===== src/rtl/alu_rr_arbiter_if.sv =====
// Handshake bundle between two ALU requesters, the shared ALU arbiter and the result consumer.
interface alu_rr_arbiter_if #(
  parameter int unsigned BUS_WIDTH = 8
);

  logic                 req0_valid;
  logic                 req0_ready;
  logic [BUS_WIDTH-1:0] req0_a;
  logic [BUS_WIDTH-1:0] req0_b;
  logic                 req0_cin;
  logic [3:0]           req0_opcode;

  logic                 req1_valid;
  logic                 req1_ready;
  logic [BUS_WIDTH-1:0] req1_a;
  logic [BUS_WIDTH-1:0] req1_b;
  logic                 req1_cin;
  logic [3:0]           req1_opcode;

  logic                 rsp_valid;
  logic                 rsp_ready;
  logic                 rsp_id;
  logic [BUS_WIDTH-1:0] rsp_y;
  logic                 rsp_carry_out;
  logic                 rsp_borrow;
  logic                 rsp_zero;
  logic                 rsp_parity;
  logic                 rsp_invalid_op;

  // Producers/consumer side.
  modport master (
    output req0_valid, req0_a, req0_b, req0_cin, req0_opcode,
    output req1_valid, req1_a, req1_b, req1_cin, req1_opcode,
    input  req0_ready, req1_ready,
    input  rsp_valid, rsp_id, rsp_y, rsp_carry_out, rsp_borrow, rsp_zero, rsp_parity,
    input  rsp_invalid_op,
    output rsp_ready
  );

  // Arbiter side.
  modport slave (
    input  req0_valid, req0_a, req0_b, req0_cin, req0_opcode,
    input  req1_valid, req1_a, req1_b, req1_cin, req1_opcode,
    output req0_ready, req1_ready,
    output rsp_valid, rsp_id, rsp_y, rsp_carry_out, rsp_borrow, rsp_zero, rsp_parity,
    output rsp_invalid_op,
    input  rsp_ready
  );

endinterface


===== src/rtl/alu_rr_arbiter.sv =====
// Round-robin sharing of one combinational ALU between two requesters, with a single
// registered response slot tagged by requester id.
module alu_rr_arbiter #(
  parameter int unsigned BUS_WIDTH = 8
) (
  input  logic            clk,
  input  logic            reset_n,
  alu_rr_arbiter_if.slave bus_io
);

  localparam logic [3:0] OpAdd  = 4'd1;
  localparam logic [3:0] OpAddc = 4'd2;
  localparam logic [3:0] OpSub  = 4'd3;
  localparam logic [3:0] OpInc  = 4'd4;
  localparam logic [3:0] OpDec  = 4'd5;
  localparam logic [3:0] OpAnd  = 4'd6;
  localparam logic [3:0] OpNot  = 4'd7;
  localparam logic [3:0] OpRol  = 4'd8;
  localparam logic [3:0] OpRor  = 4'd9;

  localparam logic [BUS_WIDTH:0] One = {{BUS_WIDTH{1'b0}}, 1'b1};

  logic                 rsp_valid_q, rsp_valid_d;
  logic                 rsp_id_q, rsp_id_d;
  logic [BUS_WIDTH-1:0] rsp_y_q, rsp_y_d;
  logic                 rsp_carry_q, rsp_carry_d;
  logic                 rsp_borrow_q, rsp_borrow_d;
  logic                 rsp_zero_q, rsp_zero_d;
  logic                 rsp_parity_q, rsp_parity_d;
  logic                 rsp_invalid_q, rsp_invalid_d;
  // 1 after reset so requester 0 wins the first tie.
  logic                 last_grant_q, last_grant_d;

  logic                 can_accept;
  logic                 grant0, grant1;
  logic                 accept0, accept1, accept;
  logic                 sel;

  logic [BUS_WIDTH-1:0] alu_a, alu_b;
  logic                 alu_cin;
  logic [3:0]           alu_op;
  logic [BUS_WIDTH:0]   alu_sum;
  logic [BUS_WIDTH-1:0] alu_y;
  logic                 alu_carry, alu_borrow, alu_invalid;

  // Slot can take a new op if empty or being drained on this edge.
  assign can_accept = !rsp_valid_q | bus_io.rsp_ready;

  // Round-robin grant: a tie goes to the requester that did not win last.
  always_comb begin
    grant0 = 1'b0;
    grant1 = 1'b0;
    case ({bus_io.req1_valid, bus_io.req0_valid})
      2'b01:   grant0 = 1'b1;
      2'b10:   grant1 = 1'b1;
      2'b11: begin
        grant0 = last_grant_q;
        grant1 = !last_grant_q;
      end
      default: ;
    endcase
  end

  assign bus_io.req0_ready = grant0 & can_accept & reset_n;
  assign bus_io.req1_ready = grant1 & can_accept & reset_n;
  assign accept0           = bus_io.req0_valid & bus_io.req0_ready;
  assign accept1           = bus_io.req1_valid & bus_io.req1_ready;
  assign accept            = accept0 | accept1;
  assign sel               = accept1;

  // Operand mux feeding the shared ALU.
  always_comb begin
    alu_a   = sel ? bus_io.req1_a      : bus_io.req0_a;
    alu_b   = sel ? bus_io.req1_b      : bus_io.req0_b;
    alu_cin = sel ? bus_io.req1_cin    : bus_io.req0_cin;
    alu_op  = sel ? bus_io.req1_opcode : bus_io.req0_opcode;
  end

  // Combinational ALU; carry/borrow come from the extra MSB of a widened sum.
  always_comb begin
    alu_sum     = '0;
    alu_y       = '0;
    alu_carry   = 1'b0;
    alu_borrow  = 1'b0;
    alu_invalid = 1'b0;
    case (alu_op)
      OpAdd: begin
        alu_sum   = {1'b0, alu_a} + {1'b0, alu_b};
        alu_y     = alu_sum[BUS_WIDTH-1:0];
        alu_carry = alu_sum[BUS_WIDTH];
      end
      OpAddc: begin
        alu_sum   = {1'b0, alu_a} + {1'b0, alu_b} + {{BUS_WIDTH{1'b0}}, alu_cin};
        alu_y     = alu_sum[BUS_WIDTH-1:0];
        alu_carry = alu_sum[BUS_WIDTH];
      end
      OpSub: begin
        alu_sum    = {1'b0, alu_a} - {1'b0, alu_b};
        alu_y      = alu_sum[BUS_WIDTH-1:0];
        alu_borrow = alu_sum[BUS_WIDTH];
      end
      OpInc: begin
        alu_sum   = {1'b0, alu_a} + One;
        alu_y     = alu_sum[BUS_WIDTH-1:0];
        alu_carry = alu_sum[BUS_WIDTH];
      end
      OpDec: begin
        alu_sum    = {1'b0, alu_a} - One;
        alu_y      = alu_sum[BUS_WIDTH-1:0];
        alu_borrow = alu_sum[BUS_WIDTH];
      end
      OpAnd:   alu_y = alu_a & alu_b;
      OpNot:   alu_y = ~alu_a;
      OpRol:   alu_y = {alu_a[BUS_WIDTH-2:0], alu_a[BUS_WIDTH-1]};
      OpRor:   alu_y = {alu_a[0], alu_a[BUS_WIDTH-1:1]};
      default: alu_invalid = 1'b1;
    endcase
  end

  // Response slot next state: load on accept, empty on drain, otherwise hold.
  always_comb begin
    rsp_valid_d   = rsp_valid_q;
    rsp_id_d      = rsp_id_q;
    rsp_y_d       = rsp_y_q;
    rsp_carry_d   = rsp_carry_q;
    rsp_borrow_d  = rsp_borrow_q;
    rsp_zero_d    = rsp_zero_q;
    rsp_parity_d  = rsp_parity_q;
    rsp_invalid_d = rsp_invalid_q;
    last_grant_d  = last_grant_q;
    if (accept) begin
      rsp_valid_d   = 1'b1;
      rsp_id_d      = sel;
      rsp_y_d       = alu_y;
      rsp_carry_d   = alu_carry;
      rsp_borrow_d  = alu_borrow;
      rsp_zero_d    = (alu_y == '0);
      rsp_parity_d  = ^alu_y;
      rsp_invalid_d = alu_invalid;
      last_grant_d  = sel;
    end else if (bus_io.rsp_ready) begin
      rsp_valid_d = 1'b0;
    end
  end

  // State registers with synchronous active-low reset.
  always_ff @(posedge clk) begin
    if (!reset_n) begin
      rsp_valid_q   <= 1'b0;
      rsp_id_q      <= 1'b0;
      rsp_y_q       <= '0;
      rsp_carry_q   <= 1'b0;
      rsp_borrow_q  <= 1'b0;
      rsp_zero_q    <= 1'b0;
      rsp_parity_q  <= 1'b0;
      rsp_invalid_q <= 1'b0;
      last_grant_q  <= 1'b1;
    end else begin
      rsp_valid_q   <= rsp_valid_d;
      rsp_id_q      <= rsp_id_d;
      rsp_y_q       <= rsp_y_d;
      rsp_carry_q   <= rsp_carry_d;
      rsp_borrow_q  <= rsp_borrow_d;
      rsp_zero_q    <= rsp_zero_d;
      rsp_parity_q  <= rsp_parity_d;
      rsp_invalid_q <= rsp_invalid_d;
      last_grant_q  <= last_grant_d;
    end
  end

  assign bus_io.rsp_valid      = rsp_valid_q;
  assign bus_io.rsp_id         = rsp_id_q;
  assign bus_io.rsp_y          = rsp_y_q;
  assign bus_io.rsp_carry_out  = rsp_carry_q;
  assign bus_io.rsp_borrow     = rsp_borrow_q;
  assign bus_io.rsp_zero       = rsp_zero_q;
  assign bus_io.rsp_parity     = rsp_parity_q;
  assign bus_io.rsp_invalid_op = rsp_invalid_q;

endmodule


===== src/flat_wrapper.sv =====
// flat-port wrapper written by rule: the top's interface ports become plain ports
module alu_rr_arbiter_flat 
#(
  parameter int unsigned BUS_WIDTH = 8
)
  (clk, reset_n, bus_io_req0_valid, bus_io_req0_a, bus_io_req0_b, bus_io_req0_cin, bus_io_req0_opcode, bus_io_req1_valid, bus_io_req1_a, bus_io_req1_b, bus_io_req1_cin, bus_io_req1_opcode, bus_io_req0_ready, bus_io_req1_ready, bus_io_rsp_valid, bus_io_rsp_id, bus_io_rsp_y, bus_io_rsp_carry_out, bus_io_rsp_borrow, bus_io_rsp_zero, bus_io_rsp_parity, bus_io_rsp_invalid_op, bus_io_rsp_ready);
  alu_rr_arbiter_if #(.BUS_WIDTH(BUS_WIDTH)) bus_io_i ();
  input  logic clk;
  input  logic reset_n;
  input wire logic [$bits(bus_io_i.req0_valid)-1:0] bus_io_req0_valid;
  input wire logic [$bits(bus_io_i.req0_a)-1:0] bus_io_req0_a;
  input wire logic [$bits(bus_io_i.req0_b)-1:0] bus_io_req0_b;
  input wire logic [$bits(bus_io_i.req0_cin)-1:0] bus_io_req0_cin;
  input wire logic [$bits(bus_io_i.req0_opcode)-1:0] bus_io_req0_opcode;
  input wire logic [$bits(bus_io_i.req1_valid)-1:0] bus_io_req1_valid;
  input wire logic [$bits(bus_io_i.req1_a)-1:0] bus_io_req1_a;
  input wire logic [$bits(bus_io_i.req1_b)-1:0] bus_io_req1_b;
  input wire logic [$bits(bus_io_i.req1_cin)-1:0] bus_io_req1_cin;
  input wire logic [$bits(bus_io_i.req1_opcode)-1:0] bus_io_req1_opcode;
  output wire logic [$bits(bus_io_i.req0_ready)-1:0] bus_io_req0_ready;
  output wire logic [$bits(bus_io_i.req1_ready)-1:0] bus_io_req1_ready;
  output wire logic [$bits(bus_io_i.rsp_valid)-1:0] bus_io_rsp_valid;
  output wire logic [$bits(bus_io_i.rsp_id)-1:0] bus_io_rsp_id;
  output wire logic [$bits(bus_io_i.rsp_y)-1:0] bus_io_rsp_y;
  output wire logic [$bits(bus_io_i.rsp_carry_out)-1:0] bus_io_rsp_carry_out;
  output wire logic [$bits(bus_io_i.rsp_borrow)-1:0] bus_io_rsp_borrow;
  output wire logic [$bits(bus_io_i.rsp_zero)-1:0] bus_io_rsp_zero;
  output wire logic [$bits(bus_io_i.rsp_parity)-1:0] bus_io_rsp_parity;
  output wire logic [$bits(bus_io_i.rsp_invalid_op)-1:0] bus_io_rsp_invalid_op;
  input wire logic [$bits(bus_io_i.rsp_ready)-1:0] bus_io_rsp_ready;
  assign bus_io_i.req0_valid = bus_io_req0_valid;
  assign bus_io_i.req0_a = bus_io_req0_a;
  assign bus_io_i.req0_b = bus_io_req0_b;
  assign bus_io_i.req0_cin = bus_io_req0_cin;
  assign bus_io_i.req0_opcode = bus_io_req0_opcode;
  assign bus_io_i.req1_valid = bus_io_req1_valid;
  assign bus_io_i.req1_a = bus_io_req1_a;
  assign bus_io_i.req1_b = bus_io_req1_b;
  assign bus_io_i.req1_cin = bus_io_req1_cin;
  assign bus_io_i.req1_opcode = bus_io_req1_opcode;
  assign bus_io_req0_ready = bus_io_i.req0_ready;
  assign bus_io_req1_ready = bus_io_i.req1_ready;
  assign bus_io_rsp_valid = bus_io_i.rsp_valid;
  assign bus_io_rsp_id = bus_io_i.rsp_id;
  assign bus_io_rsp_y = bus_io_i.rsp_y;
  assign bus_io_rsp_carry_out = bus_io_i.rsp_carry_out;
  assign bus_io_rsp_borrow = bus_io_i.rsp_borrow;
  assign bus_io_rsp_zero = bus_io_i.rsp_zero;
  assign bus_io_rsp_parity = bus_io_i.rsp_parity;
  assign bus_io_rsp_invalid_op = bus_io_i.rsp_invalid_op;
  assign bus_io_i.rsp_ready = bus_io_rsp_ready;
  alu_rr_arbiter #(.BUS_WIDTH(BUS_WIDTH)) u_core (.clk(clk), .reset_n(reset_n), .bus_io(bus_io_i));
endmodule

===== config.mk =====
export PLATFORM = sky130hd
export DESIGN_NAME = alu_rr_arbiter_flat
export DESIGN_NICKNAME = d
export VERILOG_FILES = /design/src/rtl/alu_rr_arbiter_if.sv /design/src/rtl/alu_rr_arbiter.sv /design/src/flat_wrapper.sv
export SDC_FILE = /design/constraint.sdc
export NUM_CORES = 1
export LEC_CHECK = 0
export ABC_AREA = 1
export CORE_MARGIN = 2
export CORE_UTILIZATION = 29
export CTS_BUF_LIST = sky130_fd_sc_hd__clkbuf_8
export CTS_CLUSTER_DIAMETER = 60
export CTS_CLUSTER_SIZE = 28
export DETAILED_ROUTE_END_ITERATION = 12
export PLACE_DENSITY = 0.59
export SLEW_MARGIN = 20
export SYNTH_ARGS = -nofsm -noshare
export SYNTH_HDL_FRONTEND = slang
export SYNTH_SLANG_ARGS = --single-unit

===== constraint.sdc =====
create_clock -name clk -period 5.5 [get_ports clk]
set_clock_uncertainty 0.2 [all_clocks]
set_input_delay 0.825 -clock clk [delete_from_list [all_inputs] [get_ports clk]]
set_output_delay 0.825 -clock clk [all_outputs]
set_load 0.05 [all_outputs]

==> results of run 1 <==
## repair_timing
item,CTS,global route
gates resized for setup,0,1
setup endpoints to repair,0,1
hold buffers,0,0
buffers inserted,0,0
## state kept, by name, indices dropped and copies added, names as in the netlist
signal / flops
u_core.bus_io.rsp_y: 8
u_core.bus_io.rsp_borrow: 1
u_core.bus_io.rsp_carry_out: 1
u_core.bus_io.rsp_id: 1
u_core.bus_io.rsp_invalid_op: 1
u_core.bus_io.rsp_parity: 1
u_core.bus_io.rsp_valid: 1
u_core.bus_io.rsp_zero: 1
u_core.last_grant_q: 1
## cells in the final DEF, fill, tap and decap left out, types with 2 or more instances in the layout
cell type	Yosys	routed
nand2_1	159	159
inv_1	78	78
nor2_1	66	66
clkdlybuf4s50_1	0	62
nand3_1	59	59
ha_1	24	24
inv_2	16	16
nand2_2	16	16
dfxtp_1	16	16
o21ai_0	15	15
a21oi_1	13	13
nand4_1	12	12
o22ai_1	9	9
buf_4	0	8
o21ai_1	7	7
nand2_4	5	5
nor2_4	5	5
nor2_2	5	5
o211ai_1	5	5
o21ai_2	4	4
xor2_1	4	4
clkbuf_8	0	4
o21bai_1	3	3
nor3_1	3	3
o21ai_4	2	2
nor3b_1	2	2
nand3b_1	2	2
or2_2	2	2
xnor2_1	2	2
fa_1	2	2
## power breakdown
part | switching [mW] | internal, mW
Combinational | 0.319 | 0.186
Sequential | 0.00733 | 0.130
Clock | 0.0405 | 0.0635
Total | 0.367 | 0.379
## final cells by class
class                           instances  area [um2]  share of cell area
Sequential cell                        16         320              0.0812
Clock buffer                            4        55.1              0.0140
Multi-Input combinational cell        435        2350               0.596
Tap cell                              136         170              0.0432
Timing Repair Buffer                   71         693               0.176
Inverter                               94         353              0.0895
## logic make-up (layout without fill, tap and decap cells)
| family | after synthesis | count (layout) | synth area share |
|---|---|---|---|
| buf+inv | 105 | 169 | 0.138 |
| fa+ha+maj | 26 | 26 | 0.110 |
| simple gates | 341 | 341 | 0.504 |
| compound gates | 62 | 62 | 0.128 |
| flops | 16 | 16 | 0.103 |
| xor+xnor | 6 | 6 | 0.0170 |
## routing by layer
metal / track usage / wire length (um) / vias to the layer above
li1: - / - / 1889
met1: 0.229 / 4360 / 1594
met2: 0.335 / 4870 / 117
met3: 0.0109 / 609 / 17
met4: 0.0458 / 223 / 0
met5: 0 / 0 / -
## path summary, 6_finish.rpt
check	from	endpoint	slack (ns)	cells past startpoint
min	u_core.bus_io.rsp_carry_out	u_core.bus_io.rsp_carry_out	0.27	2
max	bus_io_rsp_ready	u_core.bus_io.rsp_parity	0.55	26
max reg2reg	u_core.bus_io.rsp_valid	u_core.bus_io.rsp_parity	1.29	24
min reg2reg	u_core.bus_io.rsp_carry_out	u_core.bus_io.rsp_carry_out	0.27	2
## synth_stat cells (all sizes together)
cell,count
clkbuf,5
a31oi,1
xnor2,2
a21oi,14
nor3b,2
nor2,77
or2,3
fa,2
nand3b,2
o21ai,28
buf,6
a21o,1
and3,1
dfxtp,16
nand4,12
nor4,1
o21bai,3
a21boi,1
inv,94
and2,1
ha,24
nand2,180
o211ai,5
o22ai,9
xor2,4
nor3,3
nand3,59
## worst max-delay path: cells and delay by family
| family | cells | cell delay (ns) |
|---|---|---|
| and+or+nand+nor | 14 | 1.77 |
| buffers and inverters | 7 | 1.14 |
| adders and majority gates | 2 | 0.72 |
| AOI/OAI and AO/OA | 1 | 0.16 |
| xor gates and xnor gates | 2 | 0.29 |
## through the flow
step | hold slack [ns] | instances | cell area (um2) | worst slack (ns)
floorplan | 0.284 | 556 | 3100 | 1.03
global placement | 0.262 | 752 | 3880 | 0.288
detailed placement | 0.262 | 752 | 3880 | 0.227
CTS | 0.272 | 756 | 3940 | 0.451
global route | 0.304 | 756 | 3940 | 0.0165
finish | 0.272 | 756 | 3940 | 0.547
==> flow_summary_export.csv, run 1 <==
group,metric,value,unit
cts,tritoncts,"yes",
run_status,status,"finished, final reports clean",
layout,n_antenna_cell,0,
cts,cts_max_path_buffers,2,
floorplanning,die-area,0.0115,mm2
critical_path,crit_path_end_kind,"register",
global_routing,grt_usage,0.182,
floorplanning,initial_core_util,0.299,
sta,grt_setup_unrepaired,"false",
place,place.gp.congestion,0.930,
routing,drtPass1Iterations,5,
critical_path,arrival,4.93,ns
layout,fin_nets,694,
routing,drt_iter0_drc,228,
cts,htreeDepth,1,
sta,period_needed,4.95,ns
cts,clkTransAtPathRegs,0.06,ns
yosys,ys_seq_area_frac,0.103,
routing,wl_per_cell,13.3,um
routing,drcViolationCount,0,
place,hpwl,8690,um
power_and_ir_drop,power.leakage,2.02,nW
critical_path,startpoint_type,"primary input",
global_routing,grt-ovfl-total,0,
floorplanning,rows,37,
yosys,synth_nets,629,
floorplanning,io_pins,64,
global_routing,antenna_found_initial,0,
flow_run,cap_viol_max_count,0,
yosys,yosysTopAreaCell,"nand2_1",
yosys,synth_seq_cells,16,
sta,tns,0,ns
cts,numCtsBuffers,3,
floorplanning,die-width,107,um
floorplanning,die_height,107,um
yosys,syn_avg_cell_area,5.57,um2
critical_path,worst-path-max-fanout,15,
sta,slew_violations,0,
yosys,syn_area,0.00310,mm2
yosys,yosys-top-cells-area,"nand2_1 (19%), dfxtp_1 (10%), ha_1 (9.7%)",
min_path,hp-class,"reg2reg",
routing,viasPerCell,4.78,
floorplanning,core_area,0.0104,mm2
yosys,syn_inst,556,
cts,root_buffer,"clkbuf_8",
sta,finalHoldViolCount,0,
critical_path,required,5.48,ns
routing,ant_nets,0,
sta,worst_pin_slew,0.671,ns
routing,wl,10100,um
layout,syn_to_final_growth,27.3,%
power_and_ir_drop,ir_drop,0.0000948,V
global_routing,grt_pass1_wl,16900,um
power_and_ir_drop,total_power,0.746,mW
layout,drive_gt1_frac,0.111,
cts,cts.sinks,16,
yosys,yosys_warnings,0,
global_routing,grt_pass1_vias,3563,
global_routing,grt_max_degree,24,
critical_path,crit_type,"in2reg",
power_and_ir_drop,p_per_area,189,mW/mm2
sta,maxSlewHeadroom,0.552,
yosys,synth_top_area_frac,0.193,
layout,nFillCells,1162,
sta,finalSetupViolCount,0,
critical_path,max_stage_delay,0.46,ns
critical_path,slowest_stage,"clkdlybuf4s50_1",
cts,worstSkewPairLatency,0.25,ns
place,io_buffers,63,
sta,finalCritPeriodShare,0.901,
sta,fmax,0.202,GHz
routing,dr_total_vias,3617,
yosys,ys_types,39,
layout,fin_util,0.380,
(Power assumes the default switching activity.)
==> run 2: changes to the inputs <==
--- a/config.mk
+++ b/config.mk
@@ -6,13 +6,15 @@
 export NUM_CORES = 1
 export LEC_CHECK = 0
 export ABC_AREA = 1
+export CELL_PAD_IN_SITES_DETAIL_PLACEMENT = 1
+export CELL_PAD_IN_SITES_GLOBAL_PLACEMENT = 2
 export CORE_MARGIN = 2
-export CORE_UTILIZATION = 29
+export CORE_UTILIZATION = 27
 export CTS_BUF_LIST = sky130_fd_sc_hd__clkbuf_8
 export CTS_CLUSTER_DIAMETER = 60
 export CTS_CLUSTER_SIZE = 28
 export DETAILED_ROUTE_END_ITERATION = 12
-export PLACE_DENSITY = 0.59
+export PLACE_DENSITY = 0.93
 export SLEW_MARGIN = 20
 export SYNTH_ARGS = -nofsm -noshare
 export SYNTH_HDL_FRONTEND = slang
==> run 2 against run 1 <==
  * Non-clock buffer count grew 3
  * Core utilization shrank 2.9 points
  * Worst setup slack lost 0.087 ns
  * Clock-buffer cell count is the same
  * First-iteration DRC count shrank 35%
  * Routed wire length grew 16%
  * Total power grew 2.3%
==> flow_summary_export.csv, run 2 (same netlist as run 1, synthesis figures left out) <==
group,metric,value,unit
run_status,status,"finished, final reports clean",
sta,grt_setup_unrepaired,"false",
critical_path,ff2ff_setup_slack,1.31,ns
global_routing,grt_pass1_vias,3796,
sta,tns,0,ns
sta,worst_pin_slew,0.747,ns
floorplanning,initial_core_util,0.274,
min_path,min_from,"u_core.bus_io.rsp_id",
global_routing,use_met3,0.0202,
cts,clkTransAtPathRegs,0.07,ns
min_path,hold_path_depth,2,
critical_path,rr_worst_depth,20,
critical_path,arrival,5.02,ns
critical_path,max_stage_delay,0.55,ns
global_routing,met1_usage,0.236,
floorplanning,die_height,111,um
global_routing,antenna_found_initial,0,
floorplanning,core_area,0.0113,mm2
layout,fin_nets,697,
floorplanning,rows,39,
sta,slew_violations,0,
sta,finalSetupViolCount,0,
layout,drive_gt1_frac,0.116,
routing,dr_total_vias,3723,
routing,wl,11700,um
critical_path,crit_type,"in2reg",
critical_path,path_buf_inv,7,
power_and_ir_drop,power.leakage,2.02,nW
routing,drtPass1Iterations,4,
critical_path,startpoint_type,"primary input",
routing,drcViolationCount,0,
sta,finalHoldViolCount,0,
critical_path,slowest_stage,"clkdlybuf4s50_1",
global_routing,grt_max_degree,24,
critical_path,crit_chain,"clkdlybuf4s50_1 > inv_2 > a21oi_4 > nand2_4 > buf_4 > nand2_4 > nand2_4 > inv_2 > ha_1 > inv_1 > nand2_1 > nand2_1 > nor2_1 > inv_1 > nor2_1 > inv_1 > nor2_1 > nor2_1 > nor4_1 > ha_1 > xnor2_1 > xnor2_1 > nand2_1 > a21oi_1",
layout,seq_area,320,um2
cts,postCtsSetupBuffers,0,
global_routing,grt_pass1_wl,18900,um
cts,numCtsBuffers,3,
sta,period_needed,5.04,ns
power_and_ir_drop,p_per_area,192,mW/mm2
global_routing,grt-ovfl-total,0,
min_path,hp-class,"reg2reg",
routing,drt_iter0_drc,148,
cts,cts.sinks,16,
critical_path,cpMostUsedCell,"nor2_1",
floorplanning,io_pins,64,
flow_run,cap_viol_max_count,0,
floorplanning,die-width,111,um
layout,design_area,0.00397,mm2
layout,nFillCells,1545,
critical_path,required,5.48,ns
critical_path,worstReg2RegStart,"u_core.bus_io.rsp_valid",
cts,cts_resized,0,
critical_path,crit_path_end_kind,"register",
place,place.gp.congestion,0.917,
layout,syn_to_final_growth,28.2,%
layout,n_antenna_cell,0,
routing,viasPerCell,4.86,
sta,fmax,0.198,GHz
place,io_buffers,63,
cts,tritoncts,"yes",
global_routing,grt_usage,0.186,
global_routing,grt_busiest_layer,"met2",
layout,largest_reg_flops,8,
global_routing,met2_usage,0.346,
routing,wl_per_cell,15.2,um
cts,worstSkewPairLatency,0.25,ns
critical_path,regToRegEndpoint,"u_core.bus_io.rsp_parity",
critical_path,worst-path-max-fanout,17,
place,placed_area,0.00392,mm2
cts,htreeDepth,1,
layout,multi_input_area,0.00235,mm2
power_and_ir_drop,ir_drop,0.000121,V
place,hpwl,10000,um
sta,maxSlewHeadroom,0.502,
critical_path,crit_family,"simple AND/OR/NAND/NOR gates",
cts,ctsHoldBuffers,0,
layout,final_cell_mix,"nand2_1 (159), inv_1 (78), nor2_1 (66)",
routing,ant_nets,0,
sta,finalCritPeriodShare,0.916,
cts,cts_max_path_buffers,2,
min_path,min_to,"u_core.bus_io.rsp_id",
layout,final_common_cell,"nand2_1",
floorplanning,die-area,0.0123,mm2
cts,root_buffer,"clkbuf_8",
## run 2: how the worst max path moves through the flow
stage | cells past startpoint | endpoint | start | slack [ns]
global route | 25 | u_core.bus_io.rsp_parity | reset_n | 0.02
detailed placement | 24 | u_core.bus_io.rsp_parity | reset_n | 0.20
floorplan | 24 | u_core.bus_io.rsp_parity | bus_io_rsp_ready | 1.03
global placement | 24 | u_core.bus_io.rsp_parity | reset_n | 0.30
finish | 24 | u_core.bus_io.rsp_parity | reset_n | 0.46
CTS | 24 | u_core.bus_io.rsp_parity | reset_n | 0.44
## run 2: worst register-to-register path, stage by stage (launching register included)
cell	delay, ns
dfxtp_1	0.35
nand2_1	0.11
nand2_2	0.09
nor2_4	0.29
o21ai_2	0.19
ha_1	0.30
fa_1	0.56
ha_1	0.16
inv_1	0.05
nor2_1	0.10
inv_1	0.06
nor2_1	0.19
inv_1	0.08
nor2_1	0.16
nor2_1	0.09
nor4_1	0.32
ha_1	0.29
xnor2_1	0.17
xnor2_1	0.13
nand2_1	0.07
a21oi_1	0.16
## run 2: area by class of cell
class                           instances  share of cell area
Clock buffer                            4              0.0139
Tap cell                              143              0.0451
Inverter                               94              0.0888
Sequential cell                        16              0.0807
Multi-Input combinational cell        435               0.592
Timing Repair Buffer                   74               0.180
## run 2: power by group
group	total (mW)	switching (mW)	internal, mW	leakage [nW]
clock	0.106	0.0423	0.0635	0.0288
sequential	0.138	0.00817	0.130	0.132
combinational	0.519	0.330	0.189	1.86
total	0.763	0.380	0.382	2.02
## run 2: metrics by stage
| step | setup WS, ns | instances | power (mW) | hold WS, ns | utilization |
|---|---|---|---|---|---|
| floorplan | 1.03 | 556 | 0.493 | 0.284 | - |
| global placement | 0.303 | 762 | 0.650 | 0.262 | 0.346 |
| detailed placement | 0.199 | 762 | 0.659 | 0.266 | 0.346 |
| global route | 0.0235 | 766 | 0.827 | 0.324 | 0.351 |
| CTS | 0.445 | 766 | 0.765 | 0.275 | 0.351 |
| finish | 0.460 | 766 | 0.763 | 0.269 | 0.351 |
## run 2: routing by layer
| layer | vias to the layer above | part of all wire | wire length [um] |
|---|---|---|---|
| met4 | 0 | 0.015 | 172 |
| met3 | 14 | 0.037 | 427 |
| met1 | 1739 | 0.45 | 5290 |
| met2 | 73 | 0.49 | 5760 |
| met5 | - | 0 | 0 |
| li1 | 1897 | - | - |
==> run 3: changes to the inputs <==
--- a/config.mk
+++ b/config.mk
@@ -14,6 +14,7 @@
 export CTS_CLUSTER_DIAMETER = 60
 export CTS_CLUSTER_SIZE = 28
 export DETAILED_ROUTE_END_ITERATION = 12
+export GPL_ROUTABILITY_DRIVEN = 0
 export PLACE_DENSITY = 0.93
 export SLEW_MARGIN = 20
 export SYNTH_ARGS = -nofsm -noshare
==> constraint.sdc (replaced) <==
create_clock -name clk -period 5.3 [get_ports clk]
set_clock_uncertainty 0.2 [all_clocks]
set_input_delay 0.795 -clock clk [delete_from_list [all_inputs] [get_ports clk]]
set_output_delay 0.795 -clock clk [all_outputs]
set_load 0.05 [all_outputs]
==> run 3 against run 2 <==
  * Total power rose by 4.6%
  * Worst hold slack improved by 0.0090 ns
  * Register-to-register slack got worse by 0.19 ns
  * Worst setup slack got worse by 0.014 ns
  * Core utilization rose by 0.18 points
  * Clock power rose by 5%
  * Die area did not move
  * Global-route usage rose by 0.39 points
  * Critical path depth rose by 1
  * Clock-buffer cell count did not move
  * Critical path type unchanged
  * Largest cell class unchanged
  * Highest routed layer unchanged
==> flow_summary_export.csv, run 3 (same netlist as run 1, synthesis figures left out) <==
group,metric,value,unit
run_status,status,"finished, final reports clean",
cts,cts_resized,0,
layout,n_antenna_cell,0,
cts,postCtsSetupBuffers,0,
routing,viasPerCell,4.90,
cts,root_buffer,"clkbuf_8",
sta,slew_violations,0,
power_and_ir_drop,ir_drop,0.000127,V
floorplanning,io_pins,64,
sta,fmax,0.206,GHz
floorplanning,rows,39,
sta,period_needed,4.85,ns
place,placedCellCount,764,
sta,whs,0.278,ns
critical_path,crit_family,"simple AND/OR/NAND/NOR gates",
critical_path,arrival,4.84,ns
global_routing,grt_pass1_wl,19300,um
critical_path,path_buf_inv,7,
cts,numCtsBuffers,3,
cts,tritoncts,"yes",
global_routing,grt_pass1_vias,3849,
cts,htreeDepth,1,
cts,clkTransAtPathRegs,0.07,ns
place,pre_cts_slack,0.127,ns
min_path,hp-class,"reg2reg",
flow_run,cap_viol_max_count,0,
sta,finalHoldViolCount,0,
cts,cts_max_path_buffers,2,
floorplanning,core_area,0.0113,mm2
layout,syn_to_final_growth,28.8,%
routing,drt_iter0_drc,174,
routing,drcViolationCount,0,
power_and_ir_drop,p_per_area,200,mW/mm2
floorplanning,die-width,111,um
layout,design_area,0.00399,mm2
power_and_ir_drop,total_power,0.797,mW
global_routing,grt_usage,0.190,
layout,largest_reg_flops,8,
global_routing,antenna_found_initial,0,
place,io_buffers,63,
critical_path,startpoint_type,"primary input",
sta,maxSlewHeadroom,0.526,
critical_path,slowest_stage,"clkdlybuf4s50_1",
critical_path,worst-path-max-fanout,16,
layout,drive_gt1_frac,0.120,
layout,fin_util,0.353,
layout,final_cell_mix,"nand2_1 (159), inv_1 (78), nor2_1 (66)",
routing,ant_nets,0,
routing,wl,11900,um
cts,worstSkewPairLatency,0.25,ns
layout,fin_nets,699,
critical_path,crit_path_end_kind,"register",
power_and_ir_drop,power.leakage,2.04,nW
critical_path,crit_type,"in2reg",
layout,nFillCells,1576,
routing,wl_per_cell,15.4,um
global_routing,grt-ovfl-total,0,
floorplanning,initial_core_util,0.274,
routing,drtPass1Iterations,4,
sta,layout_setup_ws,0.445,ns
sta,finalSetupViolCount,0,
sta,grt_setup_unrepaired,"false",
place,placed_area,0.00393,mm2
routing,dr_total_vias,3765,
layout,final_common_cell,"nand2_1",
cts,ctsHoldBuffers,0,
sta,finalCritPeriodShare,0.916,
critical_path,max_stage_delay,0.48,ns
sta,tns,0,ns
cts,cts.sinks,16,
critical_path,required,5.29,ns
place,hpwl,10100,um
layout,layout.cells.non_filler,768,
sta,worst_pin_slew,0.710,ns
floorplanning,die-area,0.0123,mm2
floorplanning,die_height,111,um
global_routing,grt_max_degree,24,
run 3: worst min-delay path, delay by kind of cell (launching register included):
kind             cells  cell delay, ns
flip-flops           1            0.31
AND/OR/NAND/NOR      2            0.12
run 3: where the power goes:
part	total, mW	internal (mW)	switching [mW]
registers	0.143	0.135	0.00854
logic	0.544	0.199	0.345
clock network	0.111	0.0660	0.0445
total	0.797	0.400	0.398
run 3: worst paths after layout:
path	cells past startpoint	from	endpoint	slack (ns)
max reg2reg	24	u_core.last_grant_q	u_core.bus_io.rsp_parity	1.12
min	2	u_core.bus_io.rsp_id	u_core.bus_io.rsp_id	0.28
max	25	bus_io_req0_valid	u_core.bus_io.rsp_parity	0.45
min reg2reg	2	u_core.bus_io.rsp_id	u_core.bus_io.rsp_id	0.28
run 3: final cells by class:
| class | count | area, um2 | share of cell area |
|---|---|---|---|
| flip-flops and latches | 16 | 320 | 0.0803 |
| repair buffers | 76 | 731 | 0.183 |
| clock buffers | 4 | 55.1 | 0.0138 |
| inverters | 94 | 353 | 0.0884 |
| multi-input cells | 435 | 2350 | 0.590 |
| well taps | 143 | 179 | 0.0448 |
run 3: routing by layer:
layer / vias to the layer above / part of all wire / global-route usage
met2: 87 / 0.50 / 0.356
met5: - / 0 / 0
met4: 0 / 0.0099 / 0.0263
met3: 8 / 0.049 / 0.0257
li1: 1901 / - / -
met1: 1769 / 0.44 / 0.235
